$ cat src/rtl/pll_seq_pkg.sv
// Shared state encoding and default timing constants for the PLL power sequencer.
// state_t values are exported unchanged on state_out for CSR readback.
package pll_seq_pkg;

  typedef enum logic [3:0] {
    ST_WAIT_LOCK     = 4'd0,
    ST_LOCK_STABLE   = 4'd1,
    ST_SWITCH_TO_PLL = 4'd2,
    ST_RUN           = 4'd3,
    ST_DRAIN         = 4'd4,
    ST_SWITCH_TO_SPI = 4'd5,
    ST_RECOVER       = 4'd6,
    ST_OFF           = 4'd7,
    ST_RETRY_OFF     = 4'd8,
    ST_FAULT         = 4'd9
  } state_t;

  localparam int unsigned DEF_SETTLE_CYCLES       = 16;
  localparam int unsigned DEF_LOCK_STABLE_CYCLES  = 64;
  localparam int unsigned DEF_LOCK_TIMEOUT_CYCLES = 4096;
  localparam int unsigned DEF_MAX_RETRIES         = 3;

endpackage

$ cat src/rtl/cdc_sync_bit.sv
// Two-flop synchroniser for a single asynchronous level into the osc_clock domain.
module cdc_sync_bit #(
  parameter logic RESET_VALUE = 1'b0
) (
  input  logic clk,
  input  logic rst_n,
  input  logic d,
  output logic q
);

  logic meta;

  always_ff @(posedge clk or negedge rst_n) begin
    if (!rst_n) begin
      meta <= RESET_VALUE;
      q    <= RESET_VALUE;
    end else begin
      meta <= d;
      q    <= meta;
    end
  end

endmodule

$ cat src/rtl/pll_power_sequencer.sv
// Sequences PLL power-down/wake, the image-buffer DCS select and the PLL-domain reset gate.
// All outputs are registered and decoded from the next state.
module pll_power_sequencer
  import pll_seq_pkg::*;
#(
  parameter int unsigned SETTLE_CYCLES       = DEF_SETTLE_CYCLES,
  parameter int unsigned LOCK_STABLE_CYCLES  = DEF_LOCK_STABLE_CYCLES,
  parameter int unsigned LOCK_TIMEOUT_CYCLES = DEF_LOCK_TIMEOUT_CYCLES,
  parameter int unsigned MAX_RETRIES         = DEF_MAX_RETRIES
) (
  input  logic       clock_in,
  input  logic       reset_n_in,
  input  logic       sleep_request_in,
  input  logic       capture_busy_in,
  input  logic       pll_locked_in,
  output logic       pllpowerdown_n_out,
  output logic       image_buffer_read_en_out,
  output logic       domain_reset_n_out,
  output logic       sleep_ack_out,
  output logic       error_out,
  output logic       lock_lost_out,
  output logic [1:0] retry_count_out,
  output logic [3:0] state_out
);

  localparam int unsigned CW = $clog2(LOCK_TIMEOUT_CYCLES + 1);
  localparam logic [CW-1:0] SETTLE_LAST  = CW'(SETTLE_CYCLES - 1);
  localparam logic [CW-1:0] STABLE_LAST  = CW'(LOCK_STABLE_CYCLES - 1);
  localparam logic [CW-1:0] TIMEOUT_LAST = CW'(LOCK_TIMEOUT_CYCLES - 1);

  logic sleep_sync, busy_sync, lock_sync;

  cdc_sync_bit #(.RESET_VALUE(1'b0)) u_sync_sleep (
    .clk(clock_in), .rst_n(reset_n_in), .d(sleep_request_in), .q(sleep_sync));
  cdc_sync_bit #(.RESET_VALUE(1'b0)) u_sync_busy (
    .clk(clock_in), .rst_n(reset_n_in), .d(capture_busy_in), .q(busy_sync));
  cdc_sync_bit #(.RESET_VALUE(1'b0)) u_sync_lock (
    .clk(clock_in), .rst_n(reset_n_in), .d(pll_locked_in), .q(lock_sync));

  state_t        state, state_next;
  logic [CW-1:0] cnt, cnt_next;
  logic [1:0]    retry, retry_next;
  logic          lock_lost, lock_lost_next;
  logic          settled;
  logic          pd_n_next, rd_en_next, rst_n_next, ack_next, err_next;
  logic          pd_n_q, rd_en_q, rst_n_q, ack_q, err_q;

  always_comb begin
    state_next     = state;
    retry_next     = retry;
    lock_lost_next = lock_lost;
    settled        = (cnt == SETTLE_LAST);

    unique case (state)
      ST_WAIT_LOCK: begin
        if (lock_sync) begin
          state_next = ST_LOCK_STABLE;
        end else if (cnt == TIMEOUT_LAST) begin
          if (32'(retry) < MAX_RETRIES) begin
            retry_next = retry + 2'd1;
            state_next = ST_RETRY_OFF;
          end else begin
            state_next = ST_FAULT;
          end
        end
      end
      ST_LOCK_STABLE: begin
        if (!lock_sync)               state_next = ST_WAIT_LOCK;
        else if (cnt == STABLE_LAST)  state_next = ST_SWITCH_TO_PLL;
      end
      ST_SWITCH_TO_PLL: begin
        // Lock loss is acted on from the second cycle so the DCS select never flips back-to-back.
        if (!lock_sync && cnt != '0) begin
          state_next = ST_RECOVER;
        end else if (settled) begin
          state_next = ST_RUN;
          retry_next = '0;
        end
      end
      ST_RUN: begin
        if (!lock_sync) begin
          lock_lost_next = 1'b1;
          state_next     = ST_RECOVER;
        end else if (sleep_sync) begin
          state_next = ST_DRAIN;
        end
      end
      ST_DRAIN: begin
        if (!lock_sync) begin
          lock_lost_next = 1'b1;
          state_next     = ST_RECOVER;
        end else if (!sleep_sync) begin
          state_next = ST_RUN;
        end else if (!busy_sync) begin
          state_next = ST_SWITCH_TO_SPI;
        end
      end
      ST_SWITCH_TO_SPI: if (settled) state_next = ST_OFF;
      ST_RECOVER:       if (settled) state_next = ST_WAIT_LOCK;
      ST_OFF: begin
        if (cnt >= SETTLE_LAST && !sleep_sync) begin
          state_next = ST_WAIT_LOCK;
          retry_next = '0;
        end
      end
      ST_RETRY_OFF:     if (settled) state_next = ST_WAIT_LOCK;
      ST_FAULT:         if (sleep_sync) state_next = ST_OFF;
      default:          state_next = ST_WAIT_LOCK;
    endcase

    if (state_next == ST_OFF && state != ST_OFF) lock_lost_next = 1'b0;

    cnt_next = cnt;
    if (state_next != state)  cnt_next = '0;
    else if (cnt != '1)       cnt_next = cnt + 1'b1;

    pd_n_next  = !(state_next inside {ST_OFF, ST_RETRY_OFF, ST_FAULT});
    rd_en_next = !(state_next inside {ST_SWITCH_TO_PLL, ST_RUN, ST_DRAIN});
    rst_n_next = (state_next inside {ST_RUN, ST_DRAIN});
    ack_next   = (state_next == ST_OFF);
    err_next   = (state_next == ST_FAULT);
  end

  always_ff @(posedge clock_in or negedge reset_n_in) begin
    if (!reset_n_in) begin
      state     <= ST_WAIT_LOCK;
      cnt       <= '0;
      retry     <= '0;
      lock_lost <= 1'b0;
      pd_n_q    <= 1'b1;
      rd_en_q   <= 1'b1;
      rst_n_q   <= 1'b0;
      ack_q     <= 1'b0;
      err_q     <= 1'b0;
    end else begin
      state     <= state_next;
      cnt       <= cnt_next;
      retry     <= retry_next;
      lock_lost <= lock_lost_next;
      pd_n_q    <= pd_n_next;
      rd_en_q   <= rd_en_next;
      rst_n_q   <= rst_n_next;
      ack_q     <= ack_next;
      err_q     <= err_next;
    end
  end

  assign pllpowerdown_n_out       = pd_n_q;
  assign image_buffer_read_en_out = rd_en_q;
  assign domain_reset_n_out       = rst_n_q;
  assign sleep_ack_out            = ack_q;
  assign error_out                = err_q;
  assign lock_lost_out            = lock_lost;
  assign retry_count_out          = retry;
  assign state_out                = state;

endmodule

$ cat config.mk
export PLATFORM = sky130hd
export DESIGN_NAME = pll_power_sequencer
export DESIGN_NICKNAME = d
export VERILOG_FILES = /design/src/rtl/pll_seq_pkg.sv /design/src/rtl/cdc_sync_bit.sv /design/src/rtl/pll_power_sequencer.sv
export SDC_FILE = /design/constraint.sdc
export NUM_CORES = 1
export LEC_CHECK = 0
export CAP_MARGIN = 20
export CORE_MARGIN = 10
export CORE_UTILIZATION = 41
export CTS_BUF_LIST = sky130_fd_sc_hd__clkbuf_4 sky130_fd_sc_hd__clkbuf_8
export CTS_CLUSTER_DIAMETER = 30
export DETAILED_ROUTE_END_ITERATION = 8
export SLEW_MARGIN = 20
export SYNTH_ARGS = -nofsm -noshare
export SYNTH_HDL_FRONTEND = slang
export SYNTH_SLANG_ARGS = --single-unit
$ cat constraint.sdc
create_clock -name clock_in -period 6.91 [get_ports clock_in]
set_clock_uncertainty 0.2 [all_clocks]
set_input_delay 1.382 -clock clock_in [delete_from_list [all_inputs] [get_ports clock_in]]
set_output_delay 1.382 -clock clock_in [all_outputs]
set_load 0.005 [all_outputs]
Yosys cells after proc, flatten, opt, wreduce, memory -nomap -nowiden
Index checks and enable logic that the tools add are counted.
W data, S select, Z words.
{"block": "op_classes", "eq_ne": 28, "n_lt_le_gt_ge": 2, "mux": 29, "n_reduce_logical": 19, "add_sub_neg": 2}
{"operator": "$mux W4", "count": 15}
{"operator": "$pmux W4 S9", "count": 1}
{"operator": "$mux W13", "count": 2}
{"operator": "$eq A4 B3 Y1 const B", "count": 6}
{"operator": "$eq A4 B2 Y1 const B", "count": 4}
{"operator": "$eq A4 B4 Y1 const B", "count": 4}
{"operator": "$ne A2 B2 Y1 const B", "count": 7}
{"operator": "$add A13 B1 Y13 const B", "count": 1}
{"operator": "$eq A13 B12 Y1 const B", "count": 1}
{"operator": "$eq A13 B4 Y1 const B", "count": 1}
{"operator": "$eq A13 B6 Y1 const B", "count": 1}
{"operator": "$ge A13 B4 Y1 const B", "count": 1}
{"operator": "$ne A13 B13 Y1 const B", "count": 1}
{"operator": "$reduce_bool A13 Y1", "count": 1}
{"operator": "$mux W2", "count": 6}
{"operator": "$reduce_bool A3 Y1", "count": 3}
{"operator": "$reduce_and A7 Y1", "count": 1}
{"operator": "$pmux W2 S3", "count": 1}
{"operator": "$reduce_bool A2 Y1", "count": 3}
{"operator": "$eq A4 B1 Y1 const B", "count": 1}
{"operator": "$logic_not A1 Y1", "count": 4}
{"operator": "$logic_not A4 Y1", "count": 1}
{"operator": "$mux W1", "count": 4}
{"operator": "$ne A4 B3 Y1 const B", "count": 1}
{"operator": "other kinds (6)", "count": 9}
{"block": "totals", "in_bits": 5, "ff_bits": 31}

Depth between registers and ports, before layout
{"block": "logic_depth", "word_depth": 9, "ltp_mapped": 11, "depth_no_buf": 9}

Cells and area by module
Synthesis repeated with hierarchy kept, for this count alone.
{"block": "unflattened", "hier_cells": 203, "area_unflattened_um2": 1854.3}
{"module": "pll_power_sequencer", "seq_area_each_um2": 628.1, "n_inst": 1, "area_per_inst_um2": 1704.1, "cells_each": 197}
{"module": "cdc_sync_bit", "seq_area_each_um2": 50.0, "n_inst": 3, "area_per_inst_um2": 50.0, "cells_each": 2}

Least setup slack after synthesis
Ideal clock, no wire load.
{"block": "synth_path", "kind": "register to register", "start": "register cnt[0]", "end": "register cnt[10]", "synth_period_minus_slack_ns": 2.642, "t_arrival_ns": 2.371, "t_required_ns": 6.639, "stages_incl_launch_ff": 12, "setup_ns": 0.071, "path_slack_ns": 4.268, "path_buffers": 3, "cell_sequence": "dfrtp_1 -> ha_1 -> and3_1 -> buf_6 -> and4_1 -> o211ai_1 -> or4_1 -> buf_6 -> xnor2_4 -> nand4_4 -> buf_6 -> nor2_1"}
{"block": "synth_via", "elab_chain_len": 6, "word_cells_on_any_way": 23}
{"item": "from (decl)", "line": "pll_power_sequencer.sv:41", "text": "logic [CW-1:0] cnt, cnt_next;"}
{"item": "from (signal assigned)", "line": "pll_power_sequencer.sv:137", "text": "cnt <= cnt_next;"}
{"item": "$ge A13 B4 Y1, or another cell as far along", "line": "pll_power_sequencer.sv:101", "text": "if (cnt >= SETTLE_LAST && !sleep_sync) begin"}
{"item": "$logic_and A1 B1 Y1, or another cell as far along", "line": "pll_power_sequencer.sv:101"}
{"item": "$mux W4 (on tied branches)"}
{"item": "$pmux W4 S9 (*)", "line": "pll_power_sequencer.sv:54", "text": "unique case (state)"}
{"item": "named net state_next[1]", "line": "pll_power_sequencer.sv:40", "text": "state_t state, state_next;"}
{"item": "$ne A4 B4 Y1 (*)", "line": "pll_power_sequencer.sv:114", "text": "if (state_next != state) cnt_next = '0;"}
{"item": "$mux W13 or $reduce_bool A2 Y1 (tied branches)"}
The timed path passes the listed nets; every way through them passes the cells marked *. The select of a mux whose other input is x is not followed.
A chain may end at the register's enable or synchronous reset.

Worst setup path in the final report
{"block": "layout_path", "start": "register state[3], in the netlist state_out[3]", "end": "output port state_out[3]"}
{"item": "from (decl)", "line": "pll_power_sequencer.sv:40"}
{"item": "from (signal assigned)", "line": "pll_power_sequencer.sv:136", "text": "state <= state_next;"}
{"item": "to (decl)", "line": "pll_power_sequencer.sv:23", "text": "output logic [3:0] state_out"}
No word-level cell between the ends.

==> flow_summary.json <==
{
  "status": "finished clean",
  "leakagePower_uw": 0.0008501,
  "ys_seq_elements": 31,
  "tightest_slew_ns": 0.7210,
  "die_area_um2": 7549,
  "globalplace.congestion": 0.8926,
  "core_um2": 4354,
  "cp_max_fo": 17,
  "multi_input_area_um2": 933.4,
  "slew_violations": 0,
  "slew_headroom": 0.5181,
  "row_count": 24,
  "fin_nets": 212,
  "cts.repair.resized": 0,
  "pwr-share-seq": 0.505,
  "required_ns": 5.33,
  "internal_power_uw": 301.9,
  "yosysWarnings": 0,
  "drtPass1Iterations": 4,
  "cts_setup_buffers": 0,
  "arrival_ns": 1.56,
  "finalPower_uw": 426.3,
  "clk_latency_ns": 0.28,
  "cts-buffers-inserted": 5,
  "ant_nets": 0,
  "cts_hold_buf": 0,
  "grt_pass1_wl_mm": 6.920,
  "io_pins": 17,
  "netlist_area_um2": 1834,
  "start_util": 0.4213,
  "cp_top_family": "flip-flops",
  "portBuffers": 16,
  "routed_wl_mm": 3.979,
  "cts_root_buf": "clkbuf_8",
  "cts_max_level": 2,
  "synthArstFlopShare": 1.000,
  "power_density_nw_per_um2": 207.5,
  "n_fill_cell": 416,
  "startpoint_type": "flip-flop",
  "gr-total-overflow": 0,
  "syn_avg_cell_area_um2": 9.705,
  "synth-main-ff-cell": "dfrtp_1",
  "crit_slowest_cell": "dfrtp_1",
  "die_h_um": 86.89,
  "critPathBufInv": 1,
  "synth_edf_count": 0,
  "regArea_um2": 778.2,
  "n_antenna_cell": 0,
  "rsz0062_at_grt": "no",
  "hold_path_class": "flip-flop to flip-flop",
  "wl_per_cell_um": 15.48,
  "viasPerCell": 5.623,
  "crit_type": "flip-flop to primary output",
  "drv_cap": 0,
  "cts_sinks": 31,
  "clk_pin_slew_ns": 0.07,
  "cts_tree": "yes",
  "drc": 0,
  "syn2layout_area_growth_pct": 12.01,
  "setup_viol": 0,
  "grt_pass1_vias": 1433,
  "crit_path_end_kind": "primary output",
  "layout_commonest_cell": "dfrtp_1",
  "hold_viol_final": 0,
  "power_frac_comb": 0.180,
  "antenna_found_initial": 0,
  "netSwitchingFraction": 0.2917,
  "die_w_um": 86.89,
  "cts.path.max_buffers": 2,
  "synth_cell_type_count": 52,
  "fmax_mhz": 318.7,
  "p_clk_frac": 0.315,
  "seq_area_frac_synth": 0.4243,
  "globalRouteTotalUtil": 0.1145,
  "vias": 1445,
  "min_period_over_period": 0.4541,
  "period_needed_ns": 3.138,
  "drive_above_1_share": 0.1220,
  "syn-num-nets": 197,
  "final_cell_mix": "29 x dfrtp_1, 22 x nor2_1, 18 x nand2_1",
  "dpl.hpwl_mm": 2.937,
  "switching_power_uw": 124.4,
  "ir_drop_v": 0.0001266,
  "grt_max_degree": 32,
  "netlist_instances": 189,
  "fin_setup_tns_ns": 0,
  "max_stage_delay_ns": 0.67,
  "first_iter_violations": 104,
  "crit_chain": "clkdlybuf4s50_1"
}
## state kept, by name (all words and copies together), names as in the netlist
name                      cells
cnt                          13
state_out                     4
retry_count_out               2
domain_reset_n_out            1
error_out                     1
image_buffer_read_en_out      1
lock_lost_out                 1
pllpowerdown_n_out            1
sleep_ack_out                 1
u_sync_busy.meta              1
u_sync_busy.q                 1
u_sync_lock.meta              1
u_sync_lock.q                 1
u_sync_sleep.meta             1
u_sync_sleep.q                1
## final cells by class
class,count,share of cell area
clock buffer,5,0.03350
multi-input combinational,142,0.4543
sequential,31,0.3788
timing repair buffer,17,0.08161
clock inverter,3,0.007308
tap,52,0.03167
inverter,7,0.01279
## routing by layer
layer  global-route usage  part of all wire  vias up
li1                     -                 -      705
met1               0.1334              0.44      686
met2               0.1812              0.48       42
met3              0.03652             0.065       12
met4              0.06333             0.020        0
met5                    0                 0        -
## stage by stage
step | util | hold slack (ns) | setup WS [ns] | std cells | area [um^2]
floorplan | - | 0.1312 | 4.268 | 189 | 1834
global placement | 0.4526 | 0.1331 | 3.972 | 249 | 1971
detailed placement | 0.4526 | 0.1413 | 3.906 | 249 | 1971
CTS | 0.4718 | 0.1567 | 3.777 | 257 | 2054
global route | 0.4718 | 0.1620 | 3.584 | 257 | 2054
finish | 0.4718 | 0.1536 | 3.772 | 257 | 2054
## kinds of logic (layout without fill, tap and decap cells)
group                    Yosys count  in the layout  share of synthesized area
buffers and inverters             16             32                    0.06685
flip-flops                        31             31                     0.4243
AND/OR/NAND/NOR                   92             92                     0.2906
adder cells (fa/ha/maj)            3              3                    0.02047
multiplexers                       1              1                   0.005457
AO/OA/AOI/OAI                     33             33                     0.1201
XOR/XNOR                          13             13                    0.07231
## worst paths after layout
| path | cells after the start | start | end | slack (ns) |
|---|---|---|---|---|
| worst max-delay path | 1 | state_out[3] | state_out[3] | 3.77 |
| worst min-delay path | 0 | u_sync_lock.meta | u_sync_lock.q | 0.15 |
| worst max register to register | 8 | cnt[0] | cnt[1] | 3.87 |
| worst min register to register | 0 | u_sync_lock.meta | u_sync_lock.q | 0.15 |
| max in group asynchronous | 2 | reset_n_in | image_buffer_read_en_out | 4.89 |
| min in group asynchronous | 2 | reset_n_in | cnt[1] | 1.29 |
## cells in the mapped netlist (all sizes together) (5+ instances only)
library cell | count | area share
dfrtp | 29 | 0.40
nor2 | 24 | 0.052
nand2 | 18 | 0.037
a21oi | 10 | 0.027
nand3 | 10 | 0.027
xor2 | 8 | 0.038
inv | 7 | 0.014
o21ai | 7 | 0.019
clkbuf | 6 | 0.034
nand4 | 6 | 0.029
nor3 | 6 | 0.019
xnor2 | 5 | 0.034
## power groups by stage
| stage | Combinational, uW | Sequential [uW] | Clock (uW) |
|---|---|---|---|
| global placement | 75.6 | 217 | 0 |
| finish | 76.7 | 215 | 134 |
| CTS | 78.7 | 215 | 140 |
| detailed placement | 78.1 | 218 | 0 |
| floorplan | 54.6 | 213 | 0 |
| global route | 88.5 | 218 | 153 |
(Power assumes the default switching activity.)
